## src/rtl/mem_ctrl_pkg.sv

```systemverilog
`default_nettype none
// ============================================================================
// Module      : mem_ctrl_pkg
// Description : Shared definitions for the data-memory access controller:
//               load/store operation codes, controller state encoding and
//               big-endian lane-select constants.
// Revision    : 1.0 - initial release
// ============================================================================
package mem_ctrl_pkg;

   // Operation codes presented by the MEM stage on op[2:0].
   typedef enum logic [2:0] {
      OP_LB  = 3'd0,
      OP_LH  = 3'd1,
      OP_LW  = 3'd2,
      OP_LBU = 3'd3,
      OP_LHU = 3'd4,
      OP_SB  = 3'd5,
      OP_SH  = 3'd6,
      OP_SW  = 3'd7
   } op_e;

   // Controller states.
   localparam logic [2:0] c_ST_IDLE    = 3'd0;
   localparam logic [2:0] c_ST_RD      = 3'd1;
   localparam logic [2:0] c_ST_RESP    = 3'd2;
   localparam logic [2:0] c_ST_RMW_RD  = 3'd3;
   localparam logic [2:0] c_ST_MERGE   = 3'd4;
   localparam logic [2:0] c_ST_WR_REQ  = 3'd5;
   localparam logic [2:0] c_ST_WR_WAIT = 3'd6;

   // Big-endian lanes: byte address offset 0 is the most significant byte.
   localparam logic [1:0] c_LANE_B0 = 2'd0;   // bits 31:24
   localparam logic [1:0] c_LANE_B1 = 2'd1;   // bits 23:16
   localparam logic [1:0] c_LANE_B2 = 2'd2;   // bits 15:8
   localparam logic [1:0] c_LANE_B3 = 2'd3;   // bits 7:0
   localparam logic       c_LANE_H0 = 1'b0;   // bits 31:16 (selected by addr[1])

   function automatic logic is_store(input op_e op);
      return (op == OP_SB) || (op == OP_SH) || (op == OP_SW);
   endfunction

endpackage : mem_ctrl_pkg
`default_nettype wire

```

## src/rtl/mem_lane_align.sv

```systemverilog
`default_nettype none
// ============================================================================
// Module      : mem_lane_align
// Description : Combinational lane logic for the memory access controller.
//               - load path : select byte/half/word from the RAM word and
//                             sign- or zero-extend it
//               - store path: replace the addressed byte/half inside the RAM
//                             word (read-modify-write merge)
//               - flags misaligned halfword/word accesses
// Ports       : i_op, i_addr_lo  operation and byte offset within the word
//               i_ram_rdata      word read from RAM
//               i_wdata          store operand (low bits for SB/SH)
//               o_load_data      extended load result
//               o_merge_data     word to write back for stores
//               o_misaligned     access violates natural alignment
// Revision    : 1.0 - initial release
// ============================================================================
module mem_lane_align
   import mem_ctrl_pkg::*;
(
   input  op_e         i_op,
   input  logic [1:0]  i_addr_lo,
   input  logic [31:0] i_ram_rdata,
   input  logic [31:0] i_wdata,
   output logic [31:0] o_load_data,
   output logic [31:0] o_merge_data,
   output logic        o_misaligned
);

   logic [7:0]  w_byte;
   logic [15:0] w_half;

   always_comb begin
      w_byte = i_ram_rdata[7:0];
      case (i_addr_lo)
         c_LANE_B0: w_byte = i_ram_rdata[31:24];
         c_LANE_B1: w_byte = i_ram_rdata[23:16];
         c_LANE_B2: w_byte = i_ram_rdata[15:8];
         default:   w_byte = i_ram_rdata[7:0];
      endcase
      w_half = (i_addr_lo[1] == c_LANE_H0) ? i_ram_rdata[31:16] : i_ram_rdata[15:0];
   end

   always_comb begin
      o_load_data = 32'h0;
      case (i_op)
         OP_LB:   o_load_data = {{24{w_byte[7]}}, w_byte};
         OP_LBU:  o_load_data = {24'h0, w_byte};
         OP_LH:   o_load_data = {{16{w_half[15]}}, w_half};
         OP_LHU:  o_load_data = {16'h0, w_half};
         OP_LW:   o_load_data = i_ram_rdata;
         default: o_load_data = 32'h0;
      endcase
   end

   always_comb begin
      o_merge_data = i_ram_rdata;
      case (i_op)
         OP_SB: begin
            case (i_addr_lo)
               c_LANE_B0: o_merge_data[31:24] = i_wdata[7:0];
               c_LANE_B1: o_merge_data[23:16] = i_wdata[7:0];
               c_LANE_B2: o_merge_data[15:8]  = i_wdata[7:0];
               default:   o_merge_data[7:0]   = i_wdata[7:0];
            endcase
         end
         OP_SH: begin
            if (i_addr_lo[1] == c_LANE_H0) o_merge_data[31:16] = i_wdata[15:0];
            else                           o_merge_data[15:0]  = i_wdata[15:0];
         end
         OP_SW:   o_merge_data = i_wdata;
         default: o_merge_data = i_ram_rdata;
      endcase
   end

   always_comb begin
      o_misaligned = 1'b0;
      case (i_op)
         OP_LH, OP_LHU, OP_SH: o_misaligned = i_addr_lo[0];
         OP_LW, OP_SW:         o_misaligned = |i_addr_lo;
         default:              o_misaligned = 1'b0;
      endcase
   end

endmodule : mem_lane_align
`default_nettype wire

```

## src/rtl/mem_access_ctrl.sv

```systemverilog
`default_nettype none
// ============================================================================
// Module      : mem_access_ctrl
// Description : Initiator side of the data-memory interface. Converts byte,
//               halfword and word loads/stores from the MEM stage into
//               word-wide RAM transactions; sub-word stores are done as
//               read-modify-write. Stalls the pipeline until each access
//               completes and flags misaligned accesses.
// Ports       : clk, rst (sync, active-low)
//               req/op/addr/wdata      request from the MEM stage
//               stall_req/done/rdata/misalign  status back to the pipeline
//               ram_ce/ram_we/ram_addr/ram_wdata/ram_rdata/ram_ack  RAM side
// Revision    : 1.0 - initial release
// ============================================================================
module mem_access_ctrl
   import mem_ctrl_pkg::*;
#(
   parameter int ADDR_W = 32,
   parameter int DATA_W = 32
)(
   input  logic              clk,
   input  logic              rst,
   input  logic              req,
   input  logic [2:0]        op,
   input  logic [ADDR_W-1:0] addr,
   input  logic [31:0]       wdata,
   output logic              stall_req,
   output logic              done,
   output logic [31:0]       rdata,
   output logic              misalign,
   output logic              ram_ce,
   output logic              ram_we,
   output logic [ADDR_W-1:0] ram_addr,
   output logic [31:0]       ram_wdata,
   input  logic [31:0]       ram_rdata,
   input  logic              ram_ack
);

   generate
      if (DATA_W != 32) begin : g_bad_data_w
         $error("mem_access_ctrl: only DATA_W = 32 is supported");
      end
   endgenerate

   logic [2:0]        r_state;
   op_e               r_op;
   logic [ADDR_W-1:0] r_addr;
   logic [31:0]       r_wdata;
   logic [31:0]       r_wbuf;
   logic [31:0]       r_rdata;
   logic              r_done;
   logic              r_mis;

   logic              w_idle;
   logic              w_accept;
   op_e               w_sel_op;
   logic [1:0]        w_sel_lo;
   logic [31:0]       w_load_data;
   logic [31:0]       w_merge_data;
   logic              w_misaligned;

   // A req seen in the done cycle still belongs to the finishing instruction,
   // and nothing is accepted while reset is asserted.
   assign w_idle   = (r_state == c_ST_IDLE);
   assign w_accept = w_idle && req && !r_done && rst;

   // In IDLE only the misalignment flag of the incoming request matters;
   // in every other state the lane logic works on the latched request.
   assign w_sel_op = w_idle ? op_e'(op)  : r_op;
   assign w_sel_lo = w_idle ? addr[1:0] : r_addr[1:0];

   mem_lane_align u_lane_align (
      .i_op         (w_sel_op),
      .i_addr_lo    (w_sel_lo),
      .i_ram_rdata  (ram_rdata),
      .i_wdata      (r_wdata),
      .o_load_data  (w_load_data),
      .o_merge_data (w_merge_data),
      .o_misaligned (w_misaligned)
   );

   always_ff @(posedge clk) begin
      if (!rst) begin
         r_state <= c_ST_IDLE;
         r_done  <= 1'b0;
         r_mis   <= 1'b0;
         r_rdata <= 32'h0;
      end else begin
         r_done <= 1'b0;
         r_mis  <= 1'b0;
         case (r_state)
            c_ST_IDLE: begin
               if (w_accept) begin
                  r_op    <= op_e'(op);
                  r_addr  <= addr;
                  r_wdata <= wdata;
                  if (w_misaligned) begin
                     r_done  <= 1'b1;
                     r_mis   <= 1'b1;
                     r_rdata <= 32'h0;
                  end else if (op_e'(op) == OP_SW) begin
                     r_wbuf  <= wdata;
                     r_state <= c_ST_WR_REQ;
                  end else if (is_store(op_e'(op))) begin
                     r_state <= c_ST_RMW_RD;
                  end else begin
                     r_state <= c_ST_RD;
                  end
               end
            end
            c_ST_RD:     r_state <= c_ST_RESP;
            c_ST_RESP: begin
               r_rdata <= w_load_data;
               r_done  <= 1'b1;
               r_state <= c_ST_IDLE;
            end
            c_ST_RMW_RD: r_state <= c_ST_MERGE;
            c_ST_MERGE: begin
               r_wbuf  <= w_merge_data;
               r_state <= c_ST_WR_REQ;
            end
            // First write cycle never completes, whatever ram_ack says.
            c_ST_WR_REQ: r_state <= c_ST_WR_WAIT;
            c_ST_WR_WAIT: begin
               if (ram_ack) begin
                  r_done  <= 1'b1;
                  r_rdata <= 32'h0;
                  r_state <= c_ST_IDLE;
               end
            end
            default:     r_state <= c_ST_IDLE;
         endcase
      end
   end

   assign ram_ce    = (r_state == c_ST_RD)     || (r_state == c_ST_RMW_RD) ||
                      (r_state == c_ST_WR_REQ) || (r_state == c_ST_WR_WAIT);
   assign ram_we    = (r_state == c_ST_WR_REQ) || (r_state == c_ST_WR_WAIT);
   assign ram_addr  = {r_addr[ADDR_W-1:2], 2'b00};
   assign ram_wdata = r_wbuf;

   assign stall_req = !w_idle || w_accept;
   assign done      = r_done;
   assign misalign  = r_mis;
   assign rdata     = r_rdata;

endmodule : mem_access_ctrl
`default_nettype wire

```

## config.mk

```make
export PLATFORM = sky130hd
export DESIGN_NAME = mem_access_ctrl
export DESIGN_NICKNAME = d
export VERILOG_FILES = /design/src/rtl/mem_ctrl_pkg.sv /design/src/rtl/mem_lane_align.sv /design/src/rtl/mem_access_ctrl.sv
export SDC_FILE = /design/constraint.sdc
export NUM_CORES = 1
export LEC_CHECK = 0
export CAP_MARGIN = 20
export CORE_ASPECT_RATIO = 2
export CORE_MARGIN = 2
export CORE_UTILIZATION = 51
export DETAILED_ROUTE_END_ITERATION = 10
export PLACE_DENSITY = 0.89
export SETUP_SLACK_MARGIN = 0.2
export SYNTH_ARGS = -nofsm -noshare
export SYNTH_HDL_FRONTEND = slang
export SYNTH_HIERARCHICAL = 1
export SYNTH_SLANG_ARGS = --single-unit
export TNS_END_PERCENT = 30
```

## constraint.sdc

```tcl
create_clock -name clk -period 15 [get_ports clk]
set_input_delay 3.75 -clock clk [delete_from_list [all_inputs] [get_ports clk]]
set_output_delay 3.75 -clock clk [all_outputs]
set_load 0.03 [all_outputs]
```

* After elaboration in Yosys (flattened, before gate mapping)
Index checks and enable logic that the tools add are counted. W data, S select, Z words.
Word-level totals: bits in registers 136, bits of input ports 103, output and inout port bits 101, logic and storage cells 88
Cells by class: equality and inequality tests 23, muxes and demuxes 31, reductions and logical operators 26
Operators by type and width (count):
- $mux W32 | 6
- $pmux W32 S3 | 2
- $pmux W32 S5 | 1
- $pmux W32 S2 | 1
- $mux W16 | 3
- $mux W8 | 4
- $eq A3 B3 Y1 const B | 10
- $pmux W8 S3 | 1
- $pmux W3 S6 | 1
- $mux W3 | 5
- $eq A3 B2 Y1 const B | 4
- $logic_or A1 B1 Y1 | 7
- $eq A3 B1 Y1 const B | 2
- $logic_not A3 Y1 | 2
- $ne A2 B1 Y1 const B | 3
- $reduce_and A3 Y1 | 2
- $reduce_or A3 Y1 | 2
- $reduce_and A5 Y1 | 1
- $mux W2 | 2
- $ne A2 B2 Y1 const B | 2
- $reduce_and A4 Y1 | 1
- $reduce_or A2 Y1 | 2
- $logic_and A1 B1 Y1 | 3
- $mux W1 | 3
- 9 further kinds | 10

* Depth between registers and ports, before layout
Gate-level depths: netlist of the first run.
depth in word-level cells 8, mapped depth 12, mapped depth without buffers 8

* Modules after synthesis
Netlist of the first run, hierarchy kept.
Modules (own cells, without submodules):
- mem_access_ctrl | times used 1, cells an instance 290, area an instance 5048.6 um^2, sequential area each 3713.6 um^2
- mem_lane_align | times used 1, cells an instance 197, area an instance 1471.4 um^2, sequential area each 0.0 um^2

* Worst setup path after synthesis of the first run
No wires, ideal clock.
kind input to register, from input rst, to register r_addr[0] (enable), library setup time 659 ps, data arrival time 10378 ps, required time 14341 ps, path slack 3963 ps, cell stages on the path 3, buffers on the path 1, cell sequence buf_4 nand3b_2 nor4_1
Between the ends: word-level cells in the longest chain between the ends 2
RTL lines:
- start: declaration | RTL line mem_access_ctrl.sv:22 | input logic rst,
- $logic_and A1 B1 Y1 | RTL line mem_access_ctrl.sv:65 | assign w_accept = w_idle && req && !r_done && rst;
- $reduce_and A3 Y1 (no line) (*)
- end signal: assignment | RTL line mem_access_ctrl.sv:95 | r_addr <= addr;
- end: declaration | RTL line mem_access_ctrl.sv:47 | logic [ADDR_W-1:0] r_addr;
Mark *: on every way between the ends. The rest lies on a longest branch, timed or not. A chain may end at the register's enable or synchronous reset.

* Final worst setup path of the first run
from input rst, to output stall_req
Between the ends: word-level cells in the longest chain between the ends 2
RTL lines:
- $logic_and A1 B1 Y1 | RTL line mem_access_ctrl.sv:65
- $logic_or A1 B1 Y1 | RTL line mem_access_ctrl.sv:142 | assign stall_req = !w_idle || w_accept;
- end: declaration | RTL line mem_access_ctrl.sv:27 | output logic stall_req,
No other way between the ends.

==> results of run 1 <==
## through the flow
step	area, µm²	hold slack (ps)	setup WS, ps	util (%)	std cells
after floorplan	6520	647	3960	-	488
after global placement	8340	484	5790	66.4	773
after detailed placement	8350	487	5750	66.5	774
after CTS	8940	503	5750	71.2	806
after global routing	8990	518	5670	71.6	808
final	8990	501	5760	71.6	810
## routing by layer
layer	global-route usage, %	part of all wire [%]	vias up
li1	-	-	2220
met3	5.18	6.2	58
met4	16.8	5.5	0
met5	0	0	-
met1	28.8	35	2397
met2	45.5	53	290
## worst max-delay path, stage by stage
cell and delay, ps:
clkdlybuf4s50_1 450, buf_4 350, nand3b_2 170, nand2_1 100
clkdlybuf4s50_1 660
## worst max-delay path by stage
| stage | from | endpoint | cells past startpoint |
|---|---|---|---|
| 2_1_floorplan | rst | r_addr[0] | 3 |
| 3_3_place_gp | rst | stall_req | 5 |
| 3_5_place_dp | rst | stall_req | 5 |
| 4_1_cts | rst | stall_req | 5 |
| 5_1_grt | rst | stall_req | 5 |
| 6_report | rst | stall_req | 5 |
## layout by cell type (no fill, tap or decap), types with 7 or more instances in the layout
cell | Yosys | final
nand3_1 | 10 | 10
a22oi_1 | 16 | 16
nand2_1 | 14 | 14
mux2_2 | 50 | 50
nor2_1 | 25 | 25
nor2b_1 | 8 | 7
a21o_1 | 17 | 17
clkbuf_16 | 0 | 17
mux2i_1 | 13 | 13
and2_1 | 12 | 12
clkdlybuf4s50_1 | 0 | 201
edfxtp_1 | 99 | 99
dfxtp_1 | 37 | 37
a32o_1 | 32 | 32
a221o_1 | 29 | 29
## flip-flops by register name (all words and copies together) (netlist names)
register,cells
ram_wdata,32
r_op,3
misalign,1
r_state,3
done,1
rdata,32
r_addr,32
r_wdata,32
## power groups by stage
stage	logic, mW	clock network, mW	registers [mW]
final	0.767	0.421	0.529
after global routing	0.809	0.445	0.535
after CTS	0.742	0.426	0.528
after detailed placement	0.733	0	0.535
after global placement	0.710	0	0.532
after floorplan	0.530	0	0.570
## cells in the mapped netlist (3+ instances only)
master and count:
clkbuf_1 20, and2_1 12, buf_4 33, mux2_2 50, a221o_1 29, nor2b_1 8
o21ai_0 4, a21o_1 17, buf_6 6, mux2i_1 13, xor2_1 3, buf_2 9
a32o_1 32, nand2_1 14, a22oi_1 16, a211o_1 3, mux4_2 4, dfxtp_1 37
edfxtp_1 99, nor3_1 5, nor2_1 25, nand3_1 10
## area by class of cell
type                       instances  area share (%)
sequential                       136            41.3
multi-input combinational        280            26.5
timing repair buffer             208            23.3
clock buffer                      17            4.73
tap                              150            2.09
clock inverter                    15            1.86
inverter                           2          0.0835
antenna                            2          0.0557
## cell families (layout without fill, tap and decap cells)
| kind of cell | after synthesis | in the layout | synth area share (%) |
|---|---|---|---|
| flops | 136 | 136 | 57.0 |
| xor+xnor | 4 | 4 | 0.537 |
| buf+inv | 72 | 242 | 6.91 |
| simple gates | 90 | 90 | 7.71 |
| other cells | 1 | 4 | 0.0575 |
| compound gates | 117 | 117 | 15.8 |
| mux | 67 | 67 | 12.0 |
==> results.ini, run 1 <==
[cts]
cts_repair_resize_count=0
ctsRootBufferMaster=clkbuf_16
cts-buffers-inserted=17
cts_stage_hold_buffer_count=0
cts.repair_timing.setup_buffer_count=0
insertion_delay_ps=420
cts_buffer_depth=2
cts_tree=built
numClockSinks=136
clk_transition_reported_paths_ps=60
h-tree-depth=4

[floorplanning]
placementRows=58
core_area_um2=12600
die_height_um=164
chipWidth_um=84.0
start_util_pct=51.9
die_area_um2=13800
boundaryPins=204

[setup_path]
reg2reg_depth=9
setup.worst_path.start_class=input pin
worstPathArrival_ps=5490
worst_ep_required_time_ps=11250
reg_to_reg_critical_path_endpoint=ram_wdata[19]
largest_driver_fanout_on_the_critical_path=37
crit_type=in2out
timing.reg2reg.setup_slack_ps=10850
setup.worst_path.end_class=output port
worst_r2r_startpoint=r_state[2]

[yosys]
synth.yosys.seq_area_share_pct=57.0
synth.yosys.warnings=6
netlist_area_um2=6520
ys.flop_type=edfxtp_1
synth_area_per_cell_um2=13.4
synth.top_cell.area_share_pct=45.6
synth-async-reset-ratio_pct=0
synth_cell_types=50
synth-edff-count=99
cell_taking_the_most_area_after_synthesis=edfxtp_1
synthesis_stage_register_bit_count=136
syn-instance-count=487
synth_top_cells_by_area=edfxtp_1 (46%), dfxtp_1 (11%), mux2_2 (8.6%)

[outcome]
outcome=complete, no violations

[route]
drt-vias-per-instance=6.13
num_vias=4965
wire_per_inst_um=22.3
post-route-drc-count=0
first_pass_iters=8
route.final.wire_length_um=18100
initial_drc_count=416
detail-route-antenna-nets=0

[sta]
finalSetupTns_ps=0
max_freq_mhz=108
grt_setup_unrepaired=no
finalMaxSlewViolations=0
worst_clock_skew_ps=11.8
shortest_period_the_worst_path_allows_ps=9240
slew_headroom_pct=35.0
finalSetupViolations=0
layout_worst_path_cycle_share_pct=61.6
hold_violations=0
max_slew.worst_pin.slew_ps=967

[place]
post-dp-hpwl_um=12900
port_buffers=201
gpl_congestion=0.927

[finish]
drive_gt1_share_pct=15.2
fill_cells=853
area_taken_by_flip_flops_and_latches_um2=3710
design.final.nets=748
multiInputGateArea_um2=2390
layout-area-overhead-vs-synth_pct=37.9

[flow_run]
max_cap_violations=0

[min_path]
hold_path.startpoint=rdata[29]
min-delay-path-class=reg2reg
whs_path_depth=1
whs_endpoint=rdata[29]

[pwr]
power.share.clock_pct=24.5
sw_frac_of_total_pct=37.8
post-layout-total-power_mw=1.72
power_report.internal_total_mw=1.07
p_seq_share_pct=30.8
peakVddDrop_v=0.000147
total_switching_power_mw=0.649
p_leak_nw=3.28
power.density_cell_area_nw_per_um2=191
power.share.combinational_pct=44.7

[grt]
first_global_vias=5094
antenna_found_initial=0
grt_util_all_layers_pct=26.1
wire_length_of_the_first_global_routing_pass_um=27600
largest_net_degree_at_the_start_of_global_routing=69
globalRoute.totalOverflow=0

(Power assumes the default switching activity.)
==> inputs of run 2 (changes only) <==
--- a/config.mk
+++ b/config.mk
@@ -8,9 +8,9 @@
 export CAP_MARGIN = 20
 export CORE_ASPECT_RATIO = 2
 export CORE_MARGIN = 2
-export CORE_UTILIZATION = 51
+export CORE_UTILIZATION = 47
 export DETAILED_ROUTE_END_ITERATION = 10
-export PLACE_DENSITY = 0.89
+export PLACE_DENSITY = 0.83
 export SETUP_SLACK_MARGIN = 0.2
 export SYNTH_ARGS = -nofsm -noshare
 export SYNTH_HDL_FRONTEND = slang
==> constraint.sdc (replaced) <==
create_clock -name clk -period 8.6 [get_ports clk]
set_input_delay 2.15 -clock clk [delete_from_list [all_inputs] [get_ports clk]]
set_output_delay 2.15 -clock clk [all_outputs]
set_load 0.03 [all_outputs]
==> results.ini, run 2 (same netlist as run 1, synthesis figures left out) <==
[outcome]
outcome=complete, no violations

[pwr]
power.share.clock_pct=23.4  ; -1.1 points
power.density_cell_area_nw_per_um2=330  ; +73%
p_seq_share_pct=31.1  ; +0.3 points
power.share.combinational_pct=45.5  ; +0.8 points
sw_frac_of_total_pct=38.7  ; +0.93 points
p_leak_nw=3.28  ; about the same
peakVddDrop_v=0.000244  ; +66%
total_switching_power_mw=1.15  ; +77%
power_report.internal_total_mw=1.82  ; +70%

[place]
post_dp_cell_area_um2=8380  ; +0.33%
dp.cells=779  ; +0.65%
gpl_congestion=0.930  ; +0.38%
port_buffers=201  ; unchanged
post-dp-hpwl_um=12800  ; -0.71%

[route]
initial_drc_count=516  ; +24%
route.final.wire_length_um=17900  ; -0.85%
detail-route-antenna-nets=0  ; unchanged
first_pass_iters=5  ; -3
drt-vias-per-instance=6.07  ; -0.91%
wire_per_inst_um=22.0  ; -1.5%
post-route-drc-count=0  ; unchanged
num_vias=4950  ; -0.30%

[finish]
design.final.nets=748  ; unchanged
drive_gt1_share_pct=15.3  ; +0.15 points
final_util_pct=66.6  ; -5.0 points
layout_common_cells=clkdlybuf4s50_1 (201), edfxtp_1 (99), mux2_2 (50)
layout-area-overhead-vs-synth_pct=38.1  ; about the same
final_cell_area_um2=9000  ; about the same
layout.cells.non_filler=815  ; +0.62%
layout.cells.most_common=clkdlybuf4s50_1

[floorplanning]
chipWidth_um=87.3  ; +4.0%
boundaryPins=204  ; unchanged
core_area_um2=13500  ; +7.6%
die_height_um=171  ; +4.1%
placementRows=60  ; +3.4%
die_area_um2=14900  ; +8.2%
start_util_pct=48.2  ; -3.7 points

[grt]
first_global_vias=4945  ; -2.9%
largest_net_degree_at_the_start_of_global_routing=69  ; unchanged
grt_util_all_layers_pct=23.9  ; -2.2 points
globalRoute.totalOverflow=0  ; unchanged
antenna_found_initial=1  ; +1
wire_length_of_the_first_global_routing_pass_um=27000  ; -1.9%

[sta]
layout_worst_path_cycle_share_pct=70.4
max_slew.worst_pin.slew_ps=951  ; -15.9 ps
worst_clock_skew_ps=8.22  ; -3.62 ps
grt_setup_unrepaired=no
max_freq_mhz=165
timing.hold.ws_ps=503  ; +1.83 ps
finalSetupViolations=0  ; unchanged
hold_violations=0  ; unchanged
finalSetupTns_ps=0  ; unchanged
shortest_period_the_worst_path_allows_ps=6060
finalMaxSlewViolations=0  ; unchanged
slew_headroom_pct=36.1  ; +1.1 points

[cts]
h-tree-depth=4  ; unchanged
cts_tree=built
cts-buffers-inserted=17  ; unchanged
cts.repair_timing.setup_buffer_count=0  ; unchanged
cts_buffer_depth=2  ; unchanged
insertion_delay_ps=420  ; about the same
numClockSinks=136  ; unchanged
ctsRootBufferMaster=clkbuf_16
cts_repair_resize_count=0  ; unchanged
clk_transition_reported_paths_ps=60  ; about the same
cts_stage_hold_buffer_count=0  ; unchanged

[setup_path]
worst_r2r_startpoint=r_state[2]
worst_ep_required_time_ps=6450  ; -4800 ps
worstPathArrival_ps=3910  ; -1580 ps
setup.worst_path.start_class=input pin
largest_driver_fanout_on_the_critical_path=37  ; unchanged
crit_type=in2out
critical_path_startpoint=rst
setup.worst_path.end_class=output port

[flow_run]
max_cap_violations=0  ; unchanged

[min_path]
hold_path.startpoint=rdata[8]
min-delay-path-class=reg2reg

## run 2: changes by cell type in the layout (fill, tap and decap cells not counted), sizes merged
cell and delta:
bufinv -2, clkinv -1, inv +3
## run 2: worst paths after layout
kind	to	slack, ps	depth (start not counted)
worst max register to register	ram_wdata[19]	4490	9
worst min register to register	rdata[8]	500	1
worst min-delay path	rdata[8]	500	1
worst max-delay path	stall_req	2540	5
## run 2: final cells by class
class / count / area (µm²)
Fill cell: 982 / 4510
Sequential cell: 136 / 3710
Multi-Input combinational cell: 280 / 2390
Timing Repair Buffer: 208 / 2120
Clock buffer: 17 / 425
Tap cell: 155 / 194
Clock inverter: 15 / 136
Inverter: 2 / 7.51
Antenna cell: 2 / 5.00
## run 2: metrics by stage
stage                     worst slack [ps]  power, mW
after floorplan                       2020       1.91
after global placement                2550       2.18
after detailed placement              2540       2.22
after CTS                             2540       2.93
after global routing                  2450       3.10
final                                 2540       2.97
## run 2: power by group through the flow
stage / logic, mW / clock network, mW / registers (mW)
CTS: 1.30 / 0.707 / 0.924
global placement: 1.24 / 0 / 0.932
floorplan: 0.925 / 0 / 0.986
global route: 1.43 / 0.731 / 0.936
finish: 1.35 / 0.696 / 0.923
detailed placement: 1.29 / 0 / 0.936
## run 2: critical path, cell delays in order
cell and delay [ps]:
clkdlybuf4s50_1 450, buf_4 340, nand3b_2 190, nand2_1 100
clkdlybuf4s50_1 670
## run 2: routing by layer
metal | part of all wire [%] | up-vias | global-route usage [%]
li1 | - | 2214 | -
met5 | 0 | - | 0
met1 | 35 | 2409 | 26.8
met4 | 4.3 | 0 | 12.8
met2 | 54 | 277 | 41.7
met3 | 6.9 | 50 | 4.73
==> inputs of run 3 (changes only) <==
==> constraint.sdc (replaced) <==
create_clock -name clk -period 6.32 [get_ports clk]
set_input_delay 1.58 -clock clk [delete_from_list [all_inputs] [get_ports clk]]
set_output_delay 1.58 -clock clk [all_outputs]
set_load 0.03 [all_outputs]
==> results.ini, run 3 (same netlist as run 1, synthesis figures left out) <==
[finish]
layout.cells.most_common=clkdlybuf4s50_1
fill_cells=992  ; +1.0%
layout_common_cells=clkdlybuf4s50_1 (201), edfxtp_1 (99), mux2_2 (50)
design.final.nets=748  ; unchanged
layout.cells.non_filler=814  ; -0.12%
area_taken_by_flip_flops_and_latches_um2=3710  ; unchanged
multiInputGateArea_um2=2390  ; unchanged
final_util_pct=66.7  ; +0.10 points
layout-area-overhead-vs-synth_pct=38.3
drive_gt1_share_pct=15.0  ; -0.30 points
final_cell_area_um2=9010  ; +0.15%

[setup_path]
worst_setup_path_endpoint=stall_req
timing.reg2reg.setup_slack_ps=2170  ; -2320 ps
worst_path_largest_cell_delay_ps=660  ; about the same
worst_r2r_startpoint=r_state[2]
path_delay_family=buffers and inverters
worst_ep_required_time_ps=4740  ; -1710 ps
worstPathArrival_ps=3340  ; -570 ps
critical_path_startpoint=rst
critical_path_buf_inv_count=3  ; unchanged
reg2reg_depth=9  ; unchanged
slowest_cell_on_the_critical_path=clkdlybuf4s50_1
largest_driver_fanout_on_the_critical_path=37  ; unchanged
timing.critical_path.mode_cell=clkdlybuf4s50_1
critical_path.cell_chain=clkdlybuf4s50_1 > buf_4 > nand3b_2 > nand2_1 > clkdlybuf4s50_1
reg_to_reg_critical_path_endpoint=ram_wdata[19]
setup.worst_path.end_class=output port
crit_cells=5  ; unchanged
setup.worst_path.start_class=input pin
crit_type=in2out

[floorplanning]
chipWidth_um=87.3  ; unchanged
die_area_um2=14900  ; unchanged
placementRows=60  ; unchanged
core_area_um2=13500  ; unchanged
boundaryPins=204  ; unchanged
start_util_pct=48.2  ; unchanged
die_height_um=171  ; unchanged

[route]
num_vias=4982  ; +0.65%
detail-route-antenna-nets=0  ; unchanged
wire_per_inst_um=21.8  ; -1.1%
initial_drc_count=471  ; -8.7%
drt-vias-per-instance=6.12  ; +0.77%
first_pass_iters=6  ; +1
post-route-drc-count=0  ; unchanged
route.final.wire_length_um=17700  ; -1.2%

[place]
dp.cells=778  ; -0.13%
port_buffers=201  ; unchanged
post-dp-hpwl_um=12900  ; +0.50%
post_dp_cell_area_um2=8350  ; -0.33%
gpl_congestion=0.925  ; -0.62%
pre_cts_ws_ps=1150  ; -1390 ps

[cts]
numClockSinks=136  ; unchanged
cts-buffers-inserted=17  ; unchanged
insertion_delay_ps=420  ; about the same
cts_stage_hold_buffer_count=0  ; unchanged
cts_repair_resize_count=0  ; unchanged
cts_buffer_depth=2  ; unchanged
ctsRootBufferMaster=clkbuf_16
h-tree-depth=4  ; unchanged
cts_tree=built
clk_transition_reported_paths_ps=60  ; about the same
cts.repair_timing.setup_buffer_count=0  ; unchanged

[sta]
hold_violations=0  ; unchanged
grt_setup_unrepaired=no
finalSetupTns_ps=0  ; unchanged
worst_clock_skew_ps=9.93  ; +1.71 ps
shortest_period_the_worst_path_allows_ps=4920
finalSetupViolations=0  ; unchanged
max_freq_mhz=203
layout_worst_path_cycle_share_pct=77.8
setup_slack_ps=1400  ; -1140 ps
slew_headroom_pct=30.4  ; -5.7 points
finalMaxSlewViolations=0  ; unchanged
max_slew.worst_pin.slew_ps=1040  ; +84.9 ps

[pwr]
peakVddDrop_v=0.000522  ; +110%
power.density_cell_area_nw_per_um2=452  ; +37%
p_leak_nw=3.29  ; +0.24%

[flow_run]
max_cap_violations=0  ; unchanged

[grt]
largest_net_degree_at_the_start_of_global_routing=69  ; unchanged
wire_length_of_the_first_global_routing_pass_um=26600  ; -1.6%
grt_util_all_layers_pct=23.5  ; -0.41 points
antenna_found_initial=1  ; unchanged
globalRoute.totalOverflow=0  ; unchanged
first_global_vias=4903  ; -0.85%

[min_path]
min-delay-path-class=reg2reg

[outcome]
outcome=complete, no violations

==> run 3: layout make-up <==
| class | count | share of cell area [%] |
|---|---|---|
| sequential | 136 | 41.2 |
| multi-input combinational | 280 | 26.6 |
| timing repair buffer | 208 | 23.4 |
| clock buffer | 18 | 4.76 |
| tap | 155 | 2.15 |
| clock inverter | 14 | 1.79 |
| inverter | 2 | 0.0833 |
| antenna | 1 | 0.0278 |
==> run 3: how the worst min path moves through the flow <==
stage,from,end,cells past startpoint
floorplan,r_wdata[16],ram_wdata[16],2
global placement,rdata[26],rdata[26],1
detailed placement,rdata[17],rdata[17],1
CTS,rdata[29],rdata[29],1
global route,rdata[28],rdata[28],1
finish,rdata[29],rdata[29],1
==> run 3: report_power, final <==
part / leakage (nW) / total (mW) / switching, mW / internal (mW)
clock network: 0.286 / 0.993 / 0.401 / 0.591
registers: 1.21 / 1.26 / 0.104 / 1.16
logic: 1.79 / 1.82 / 1.03 / 0.796
total: 3.29 / 4.08 / 1.53 / 2.54
==> run 3: stage by stage <==
stage / power (mW) / hold WS [ps]
floorplan: 2.60 / 647
global placement: 2.96 / 485
detailed placement: 3.00 / 488
CTS: 4.01 / 500
global route: 4.25 / 520
finish: 4.08 / 499
==> run 3: per-layer routing <==
| layer | global-route usage [%] | part of all wire, % | routed length (µm) |
|---|---|---|---|
| met1 | 26.6 | 35 | 6200 |
| met2 | 39.8 | 53 | 9430 |
| met3 | 5.07 | 6.9 | 1230 |
| met4 | 13.8 | 4.9 | 861 |
| met5 | 0 | 0 | 0 |
